<file path="config.mk">
export PLATFORM = sky130hd
export DESIGN_NAME = float8_mac_arbiter
export DESIGN_NICKNAME = d
export VERILOG_FILES = /design/src/rtl/float8_mac_arbiter.sv
export SDC_FILE = /design/constraint.sdc
export NUM_CORES = 1
export LEC_CHECK = 0
export CORE_AREA = 2 2 523 525
export CTS_CLUSTER_SIZE = 25
export DETAILED_ROUTE_END_ITERATION = 12
export DIE_AREA = 0 0 525 527
export GPL_TIMING_DRIVEN = 0
export SLEW_MARGIN = 20
export SYNTH_ARGS = -nofsm -noshare
export SYNTH_HDL_FRONTEND = slang
export SYNTH_SLANG_ARGS = --single-unit
</file>
<file path="constraint.sdc">
create_clock -name clk -period 4.4 [get_ports clk]
set_input_delay 0.44 -clock clk [delete_from_list [all_inputs] [get_ports clk]]
set_output_delay 0.44 -clock clk [all_outputs]
set_load 0.01 [all_outputs]
</file>
<file path="src/rtl/float8_mac_arbiter.sv">
// Round-robin arbiter that time-shares one FP8 dot-product MAC among NUM_REQ
// requesters and returns each bf16 result, tagged with its requester ID, through a FWFT FIFO.
module float8_mac_arbiter #(
    parameter int NUM_REQ    = 4,
    parameter int N_WAY      = 16,
    parameter int MAC_LAT    = 3,
    parameter int FIFO_DEPTH = 8,
    parameter int ID_W       = $clog2(NUM_REQ)
) (
    input  logic                       clk,
    input  logic                       rst_n,
    input  logic [NUM_REQ-1:0]         req_valid,
    output logic [NUM_REQ-1:0]         req_ready,
    input  logic [NUM_REQ*N_WAY*8-1:0] req_X,
    input  logic [NUM_REQ*N_WAY*8-1:0] req_W,
    output logic [N_WAY*8-1:0]         mac_din_X,
    output logic [N_WAY*8-1:0]         mac_din_W,
    output logic                       mac_din_valid,
    input  logic [15:0]                mac_dout,
    input  logic                       mac_dout_valid,
    output logic                       res_valid,
    input  logic                       res_ready,
    output logic [15:0]                res_data,
    output logic [ID_W-1:0]            res_id,
    output logic                       busy,
    output logic                       err
);
    localparam int VEC_W = N_WAY * 8;
    localparam int OCC_W = $clog2(FIFO_DEPTH + 1);
    localparam int PTR_W = $clog2(FIFO_DEPTH);

    logic [ID_W-1:0]  rr_q, rr_d, gnt_idx, din_id_q;
    logic [OCC_W-1:0] occ_q, occ_d, cnt_q, cnt_d;
    logic [PTR_W-1:0] wr_ptr_q, rd_ptr_q;
    logic [VEC_W-1:0] din_X_q, din_W_q;
    logic             din_vld_q, err_q, err_d, gnt_any;
    logic             accept, pop, fifo_wr, orphan, missing, tag_last_vld;
    logic [MAC_LAT-1:0] tag_vld_q;
    logic [ID_W-1:0]    tag_id_q [MAC_LAT];
    logic [ID_W+15:0]   fifo_mem [FIFO_DEPTH];

    function automatic logic [ID_W-1:0] rr_cand(input logic [ID_W-1:0] base, input int k);
        int s;
        s = int'(base) + k;
        if (s >= NUM_REQ) s = s - NUM_REQ;
        return ID_W'(s);
    endfunction

    function automatic logic [PTR_W-1:0] ptr_inc(input logic [PTR_W-1:0] p);
        return (p == PTR_W'(FIFO_DEPTH - 1)) ? '0 : p + PTR_W'(1);
    endfunction

    // Descending scan so the lowest offset from rr_q wins; gated off while in reset.
    always_comb begin
        req_ready = '0;
        gnt_idx   = rr_q;
        gnt_any   = 1'b0;
        if (rst_n && (occ_q < OCC_W'(FIFO_DEPTH))) begin
            for (int k = NUM_REQ - 1; k >= 0; k--) begin
                if (req_valid[rr_cand(rr_q, k)]) begin
                    gnt_any = 1'b1;
                    gnt_idx = rr_cand(rr_q, k);
                end
            end
            if (gnt_any) req_ready[gnt_idx] = 1'b1;
        end
    end

    assign accept       = |(req_valid & req_ready);
    assign tag_last_vld = tag_vld_q[MAC_LAT-1];
    assign fifo_wr      = mac_dout_valid & tag_last_vld;
    assign orphan       = mac_dout_valid & ~tag_last_vld;
    assign missing      = tag_last_vld & ~mac_dout_valid;
    assign res_valid    = (cnt_q != '0);
    assign pop          = res_valid & res_ready;

    // A missing MAC result still returns its credit so occ cannot leak.
    always_comb begin
        rr_d  = accept ? rr_cand(gnt_idx, 1) : rr_q;
        occ_d = occ_q;
        if (accept)  occ_d = occ_d + OCC_W'(1);
        if (pop)     occ_d = occ_d - OCC_W'(1);
        if (missing) occ_d = occ_d - OCC_W'(1);
        cnt_d = cnt_q;
        if (fifo_wr) cnt_d = cnt_d + OCC_W'(1);
        if (pop)     cnt_d = cnt_d - OCC_W'(1);
        err_d = err_q | orphan | missing;
    end

    always_ff @(posedge clk or negedge rst_n) begin
        if (!rst_n) begin
            rr_q      <= '0;
            occ_q     <= '0;
            cnt_q     <= '0;
            wr_ptr_q  <= '0;
            rd_ptr_q  <= '0;
            err_q     <= 1'b0;
            din_vld_q <= 1'b0;
            din_X_q   <= '0;
            din_W_q   <= '0;
            din_id_q  <= '0;
            tag_vld_q <= '0;
            for (int s = 0; s < MAC_LAT; s++) tag_id_q[s] <= '0;
        end else begin
            rr_q      <= rr_d;
            occ_q     <= occ_d;
            cnt_q     <= cnt_d;
            err_q     <= err_d;
            din_vld_q <= accept;
            if (accept) begin
                din_X_q  <= req_X[gnt_idx*VEC_W +: VEC_W];
                din_W_q  <= req_W[gnt_idx*VEC_W +: VEC_W];
                din_id_q <= gnt_idx;
            end
            // Tag pipe is fed from the issue register so its tail lines up with mac_dout_valid.
            tag_vld_q   <= {tag_vld_q[MAC_LAT-2:0], din_vld_q};
            tag_id_q[0] <= din_id_q;
            for (int s = 1; s < MAC_LAT; s++) tag_id_q[s] <= tag_id_q[s-1];
            if (fifo_wr) wr_ptr_q <= ptr_inc(wr_ptr_q);
            if (pop)     rd_ptr_q <= ptr_inc(rd_ptr_q);
        end
    end

    always_ff @(posedge clk) begin
        if (fifo_wr) fifo_mem[wr_ptr_q] <= {tag_id_q[MAC_LAT-1], mac_dout};
    end

    assign mac_din_X     = din_X_q;
    assign mac_din_W     = din_W_q;
    assign mac_din_valid = din_vld_q;
    assign res_data      = fifo_mem[rd_ptr_q][15:0];
    assign res_id        = fifo_mem[rd_ptr_q][ID_W+15:16];
    assign busy          = (occ_q != '0);
    assign err           = err_q;

endmodule

</file>
After elaboration in Yosys (flattened, before gate mapping):

Memory sizes are Yosys's and may differ from the RTL's.
Index checks and enable logic that the tools add are counted.

* memories kept: 1
* output and inout port bits: 282
* word-level logic and storage cells: 102
* bits of input ports: 1048
* bits in writable memories: 144
* bits in registers: 285

* reduce and logical (&&, ||, !) cells: 5
* order comparisons: 12
* add/sub/neg operators: 16
* bitwise logic cells: 9
* multiplexer cells: 41
* shift operators: 2
* equality and inequality tests: 2

Memory list
* fifo_mem: words 8, bits a word 18, rd ports 1, clocked after memory_dff 0, write ports 1, line 40 `logic [ID_W+15:0] fifo_mem [FIFO_DEPTH];`

Operators with widths (count)
* 512-bit by 10-bit variable part select with 128-bit output: 2
* 2-bit two-way mux: 15
* 4-bit two-way mux: 7
* 2-bit by 3-bit less-than comparator with 1-bit output, second input constant: 5
* 3-bit greater-or-equal comparator, second input constant: 4
* 1-bit two-way mux: 12
* 4-bit by 1-bit subtractor with 4-bit output, second input constant: 3
* 2-bit by 1-bit subtractor with 2-bit output, second input constant: 5
* 4-bit by 1-bit adder with 4-bit output, second input constant: 2
* 1-bit binary-select mux with 2-bit select: 4
* 4-bit nonzero test: 2
* 2-bit by 1-bit adder with 3-bit output, second input constant: 2
* 2-bit by 2-bit adder with 3-bit output, second input constant: 2
* 3-bit by 1-bit adder with 3-bit output, second input constant: 2
* 3-bit equality test, second input constant: 2
* 3-bit two-way mux: 2
* 1-bit bitwise AND: 4
* 4-bit bitwise AND: 1
* 4-bit less-than comparator, second input constant: 1
* 4-bit OR reduction: 1
* 2-bit by 3-bit greater-or-equal comparator with 1-bit output, second input constant: 1
* 1-bit demux with 2-bit select: 1
* 2-bit by 1-bit greater-or-equal comparator with 1-bit output, second input constant: 1
* 1-bit logical AND: 2
* other kinds (2): 4

Logic depth before layout (Yosys ltp):

Gate-level depths: netlist of the first run.

* depth in word-level cells: 24
* gate-level depth with buffers: 11
* depth with buffers taken out: 10

Worst setup path before layout of the first run:

Ideal clock, no wire load.

* path type: in2reg
* start point: input mac_dout_valid
* end point: memory fifo_mem[0][0] (netlist name) (enable)
* stages: 2
* path slack: 1.579 ns
* arrival time: 2.382 ns
* buffers on the path: 0
* setup time: 0.439 ns
* required time: 3.961 ns
* cells stage by stage: nand2_1 -> nor4_1

* longest elaborated chain between the ends: 3

Ends and longest elaborated chain
* from (decl): line 20 `input logic mac_dout_valid,`
* 1-bit bitwise AND: line 71 `assign fifo_wr = mac_dout_valid & tag_last_vld;`
* 1-bit two-way mux: line 125 `if (fifo_wr) fifo_mem[wr_ptr_q] <= {tag_id_q[MAC_LAT-1], mac_dout};`
* 1-bit two-way mux (implied by the code): line 125
* to (decl): line 40

Every way passes these cells.

Worst setup path after layout of the first run:

* start point: input rst_n
* end point: register din_X_q[54] (netlist: mac_din_X[54])

* longest elaborated chain between the ends: 4
* elaborated cells on any way between the ends: 6
* classes of those cells: shift (1); mux (2); bitwise (1); reduce/logical (2)

Ends and longest elaborated chain
* from (decl): line 11 `input logic rst_n,`
* 1-bit logical AND *: line 58 `if (rst_n && (occ_q < OCC_W'(FIFO_DEPTH))) begin`
* branches (longest 3 deep; another with 512-bit by 10-bit variable part select with 128-bit output)
* to (signal assigned): line 111 `din_X_q <= req_X[gnt_idx*VEC_W +: VEC_W];`
* to (decl): line 35 `logic [VEC_W-1:0] din_X_q, din_W_q;`

Mark *: on every way between the ends.
A chain may end at the register's enable or synchronous reset.

==> results of run 1 <==
-- power by group through the flow --
stage	combinational [uW]	clock (uW)	sequential (uW)
global placement	15000	0	6520
finish	15100	5410	6510
floorplan	5110	0	6690
detailed placement	15100	0	6530
CTS	15300	5600	6480
global route	15800	5710	6640
-- final cells by class --
cell class	instances	area, um^2	share of cell area (%)
Timing Repair Buffer	1373	14000	31.8
Sequential cell	429	11500	26.0
Multi-Input combinational cell	1985	10800	24.5
Tap cell	3589	4490	10.2
Clock buffer	69	1550	3.53
Buffer	215	967	2.20
Clock inverter	42	567	1.29
Antenna cell	71	178	0.404
Inverter	6	22.5	0.0512
-- cell usage after synthesis, drive strengths merged, types with 2 or more instances --
library cell,count
and2,2
nor3,8
a21boi,2
a21o,3
mux4,36
ha,11
edfxtp,144
o41ai,2
xor2,2
inv,6
nand2,1052
nor4,2
nand3,4
o21a,2
nand4,3
nor2,13
xnor2,11
or3b,2
buf,117
nor2b,7
mux2,19
a21oi,518
dfrtp,285
clkbuf,98
o21ai,4
mux2i,4
or4,2
or2,2
nand2b,4
o31ai,2
a211o,256
-- final timing paths --
kind                              startpoint             to  slack, ns  cells after the start
worst max-delay path                   rst_n  mac_din_X[54]       0.09                     14
worst min-delay path            tag_vld_q[1]   tag_vld_q[2]       0.35                      0
worst max register to register      occ_q[3]  mac_din_X[54]       0.44                      9
worst min register to register  tag_vld_q[1]   tag_vld_q[2]       0.35                      0
max in group asynchronous              rst_n    tag_id_q[2]       2.60                      7
min in group asynchronous              rst_n       cnt_q[2]       0.62                      6
-- metrics by stage --
stage	instance area (um^2)	TNS, ns	hold WS [ns]	cells	util (%)
2_1_floorplan	23000	0	0.144	2635	-
3_3_place_gp	40800	-7373.66	0.331	7552	15.0
3_5_place_dp	41400	-184.44	0.335	7585	15.2
4_1_cts	43800	0	0.228	7708	16.1
5_1_grt	43900	0	0.356	7746	16.2
6_report	44000	0	0.345	7779	16.2
-- cells by family (layout without fill, tap and decap cells) --
logic type | Yosys count | in the layout
XOR/XNOR | 13 | 13
AND/OR/NAND/NOR | 1105 | 1105
other | 0 | 71
flip-flops | 429 | 429
multiplexers | 59 | 59
adder cells (fa/ha/maj) | 11 | 11
AO/OA/AOI/OAI | 797 | 797
buffers and inverters | 221 | 1705
-- sequential cells by signal (all words and copies together), names as in the netlist --
register and flops:
rr_q 2, mac_din_valid 1, tag_vld_q 3, err 1, din_id_q 2, mac_din_X 128, wr_ptr_q 3, occ_q 4
fifo_mem 144, rd_ptr_q 3, mac_din_W 128, cnt_q 4, tag_id_q 6
-- repair_timing --
action,4_1_cts,5_1_grt
endpoints found under the hold margin,59,0
resized for setup,33,6
setup endpoints to repair,89,7
setup buffers,0,0
hold buffers,12,0
-- worst reg2reg max path, delay by kind of cell, from the launching register on --
kind | cells | cell delay (ns)
AO/OA/AOI/OAI | 3 | 1.05
AND/OR/NAND/NOR | 2 | 0.26
buffers and inverters | 4 | 2.17
flip-flops | 1 | 0.43
-- layer usage --
metal  vias up  track usage, %  routed length, um
li1      12200               -                  -
met2      1723            27.1             109000
met5         -               0                344
met3       414            5.31              21500
met4        50            7.91              13800
met1     13600            20.9             102000
==> flow_metrics.tcl, run 1 <==
set metrics [dict create \
    synth_area_leaders "dfrtp_1 31%, edfxtp_1 19%, nand2_1 17%, a21oi_1 11%, a211o_1 9.8%" \
    wl_per_cell_um 31.7 \
    slowest_stage "clkbuf_1" \
    grt_pass1_vias 28000 \
    clkTransAtPathRegs_ns 0.06 \
    timing.fmax_mhz 232 \
    core.rowCount 192 \
    synth_compound_area_share_pct 21.8 \
    cap_violations 0 \
    clk_path_buf_depth 3 \
    synth_area_mm2 0.0230 \
    yosys.area.top_type "dfrtp_1" \
    setup_viol 0 \
    synthCells 2635 \
    cts_tree "built" \
    cts.htree.levels 2 \
    core-area_mm2 0.272 \
    status "finished clean" \
    mostFrequentLayoutCells "1,327 x clkdlybuf4s50_1, 1,051 x nand2_1, 483 x a21oi_1" \
    dp_slack_ns -1.38 \
    min_path_type "flop to flop" \
    detail-route-antenna-nets 0 \
    grt_pass1_wl_um 305000 \
    power.total_uw 27000 \
    drc 0 \
    rsz0062_at_grt "no" \
    synth_flop_cell "dfrtp_1" \
    cp_slowest_stage_delay_ns 0.62 \
    leakage_uw 0.0176 \
    place_congestion 0.988 \
    start_util_pct 8.46 \
    drtPass1Iterations 5 \
    finalClockSkew_ns 0.0496 \
    crit_buf_inv 9 \
    p_switching_uw 12900 \
    worst_setup_path_end_kind "flop" \
    nNetsFinal 5128 \
    crit_family "buffers and inverters" \
    io_buffers 1328 \
    yosysSeqAreaShare_pct 49.8 \
    combPwrFrac_pct 55.8 \
    drtIter0Drc 2293 \
    viasPerCell 3.60 \
    relSlewSlack_pct 20.1 \
    antenna_found_initial 124 \
    cts_buffers 59 \
    cts_num_sinks 429 \
    mostFrequentLayoutCell "clkdlybuf4s50_1" \
    synth_seq_cells 429 \
    dieWidth_um 525 \
    yosys.cell_types.count 47 \
    vias 28000 \
    die_h_um 527 \
    netlist.area_leader.share_pct 31.0 \
    peakVddDrop_uv 349 \
    grt.overflow.total 0 \
    criticalPathCategory "primary input to flop" \
    seqPwrFrac_pct 24.1 \
    synthMuxAreaShare_pct 4.63 \
    ys_async_sr_fraction_pct 66.4 \
    period_needed_ns 4.31 \
    synthSimpleGateAreaFrac_pct 18.5 \
    crit_path_cell_trace "dlygate4sd3_1 > buf_8 > buf_12 > buf_12 > buf_16 > nand2b_1 > clkbuf_1 > o41a_1 > clkbuf_2 > buf_2 > clkbuf_1 > nand2_1 > a21oi_1 > a211o_1" \
    place_hpwl_um 213000 \
    synthAdderAreaFrac_pct 0.599 \
    synth-edff-count 144 \
    power.share.clock_pct 20.0 \
    ys_warn_count 0 \
    insertion_delay_ns 0.73 \
    drv_slew 0 \
    period_share_pct 97.9 \
    syn_avg_cell_area_um2 8.72 \
    synth_xor_area_share_pct 0.495 \
    power.density_mw_per_mm2 613 \
    fin_ws_ns 0.0913 \
    crit_fanout 10 \
    area_growth_pct 91.5 \
    wirelength_um 247000 \
    required_ns 5.07 \
    cp_data_arrival_time_ns 4.98 \
    drive_gt1_share_pct 8.86 \
    p_int_uw 14100 \
    p_sw_share_pct 47.7 \
    dieArea_mm2 0.277 \
    fill_cells 30700 \
    io_pins 1330 \
    final_hold_viol_count 0 \
    start_kind "primary input" \
    worstMarginPinSlew_ns 1.20 \
    clock-root-buffer "clkbuf_16" \
    syn-num-nets 3694 \
    synth_top_family_by_area "compound AO/OA/AOI/OAI gates" \
    grtUsageTotal_pct 17.1 \
    grt_max_degree 79 \
]
No activity file was read; power rests on OpenSTA's default activity.
==> run 2: changes to the inputs <==
SKIP_LAST_GASP = 1   (was default)
==> run 2 against run 1 <==
  * Power about the same
  * Combinational power about the same
  * Clock skew decreased by 0.0027 ns
  * Core utilization about the same
  * Wire length barely moved
  * Critical path type is now flop to flop
  * Highest routed layer unchanged
==> flow_metrics.tcl, run 2 (synthesis results as in run 1) <==
set metrics [dict create \
    power.total_uw 27000 \
    clk_path_buf_depth 3 \
    io_pins 1330 \
    finalClockSkew_ns 0.0468 \
    criticalPathCategory "flop to flop" \
    final_hold_viol_count 0 \
    ff_latch_area_mm2 0.0115 \
    period_needed_ns 4.21 \
    drtPass1Iterations 7 \
    grt_pass1_wl_um 305000 \
    timing.fmax_mhz 238 \
    crit_fanout 14 \
    clkTransAtPathRegs_ns 0.07 \
    antenna_found_initial 126 \
    cts_num_sinks 429 \
    viasPerCell 3.59 \
    place_hpwl_um 213000 \
    grt_max_degree 79 \
    min_path_type "primary input to async pin" \
    fill_cells 30700 \
    cts_tree "built" \
    power.density_mw_per_mm2 613 \
    peakVddDrop_uv 349 \
    rsz0062_at_grt "no" \
    final_util_pct 16.2 \
    cts_buffers 59 \
    top_register "fifo_mem" \
    multi_input_area_mm2 0.0108 \
    wirelength_um 247000 \
    insertion_delay_ns 0.73 \
    relSlewSlack_pct 20.8 \
    vias 28000 \
    place_area_mm2 0.0414 \
    mostFrequentLayoutCell "clkdlybuf4s50_1" \
    cts.htree.levels 2 \
    die_h_um 527 \
    grt.overflow.total 0 \
    cap_violations 0 \
    core.rowCount 192 \
    crit_path_cell_trace "nand2b_1 > clkbuf_1 > nand2_1 > o41a_1 > clkbuf_2 > clkbuf_2 > buf_2 > nand2_1 > a21oi_1 > a211o_1" \
    place_congestion 0.988 \
    core-area_mm2 0.272 \
    fin_ws_ns 0.192 \
    drtIter0Drc 2159 \
    dieArea_mm2 0.277 \
    nNetsFinal 5128 \
    status "finished clean" \
    leakage_uw 0.0176 \
    cp_data_arrival_time_ns 4.84 \
    area_growth_pct 91.5 \
    required_ns 5.03 \
    io_buffers 1328 \
    detail-route-antenna-nets 0 \
    drive_gt1_share_pct 8.74 \
    start_util_pct 8.46 \
    reg2reg_slack_ns 0.19 \
    final_area_mm2 0.0440 \
    worst_setup_path_end_kind "flop" \
    drv_slew 0 \
    worstMarginPinSlew_ns 1.19 \
    setup_viol 0 \
    tns_ns 0 \
    grtUsageTotal_pct 17.1 \
    dieWidth_um 525 \
    mostFrequentLayoutCells "1,327 x clkdlybuf4s50_1, 1,051 x nand2_1, 487 x a21oi_1" \
    largest_register_ffs 144 \
    period_share_pct 95.6 \
    dp_slack_ns -1.38 \
    wl_per_cell_um 31.7 \
    clock-root-buffer "clkbuf_16" \
    cp_slowest_stage_delay_ns 0.77 \
    slowest_stage "a21oi_1" \
    drc 0 \
    start_kind "flop" \
    postCtsSetupBuffers 0 \
    grt_pass1_vias 28000 \
]
==> run 2: final timing paths <==
kind / start / end / cells after the start
min in group clk: tag_vld_q[1] / tag_vld_q[2] / 0
min reg2reg: tag_vld_q[1] / tag_vld_q[2] / 0
max in group asynchronous: rst_n / tag_id_q[2] / 7
max reg2reg: occ_q[3] / mac_din_W[2] / 10
max: occ_q[3] / mac_din_W[2] / 10
min: rst_n / mac_din_X[17] / 5
==> run 2: cell type report <==
class / instances / area share [%]
Timing Repair Buffer: 1373 / 31.8
Sequential cell: 429 / 26.0
Multi-Input combinational cell: 1985 / 24.5
Tap cell: 3589 / 10.2
Clock buffer: 69 / 3.53
Buffer: 215 / 2.19
Clock inverter: 42 / 1.29
Antenna cell: 77 / 0.438
Inverter: 6 / 0.0512
==> run 2: per-layer routing <==
layer,vias to the layer above,track usage [%],routed length [um]
met5,-,0,348
met4,52,8.12,14200
met3,433,5.37,22200
met2,1727,27.0,109000
met1,13600,20.9,101000
li1,12200,-,-
==> run 2: worst max-delay path: cells and delay by family (launching register included) <==
kind,cells,cell delay (ns)
DFF,1,0.43
and+or+nand+nor,3,0.49
buffers and inverters,4,2.00
AOI/OAI and AO/OA,3,1.12
==> run 2: repair_timing <==
item | 4_1_cts | 5_1_grt
hold buffers | 12 | 0
endpoints found under the setup margin | 89 | 0
endpoints found under the hold margin | 59 | 0
resized for setup | 31 | 0
==> run 2: power breakdown <==
part / total [uW] / internal [uW] / switching [uW]
clock network: 5420 / 3050 / 2370
logic: 15000 / 5600 / 9450
registers: 6500 / 5460 / 1050
total: 27000 / 14100 / 12900
==> run 2: stage by stage <==
step | hold slack (ns) | cells
after global routing | 0.0843 | 7745
after detailed placement | 0.335 | 7585
after global placement | 0.331 | 7552
after floorplan | 0.144 | 2635
final | 0.0682 | 7785
after CTS | 0.0483 | 7708
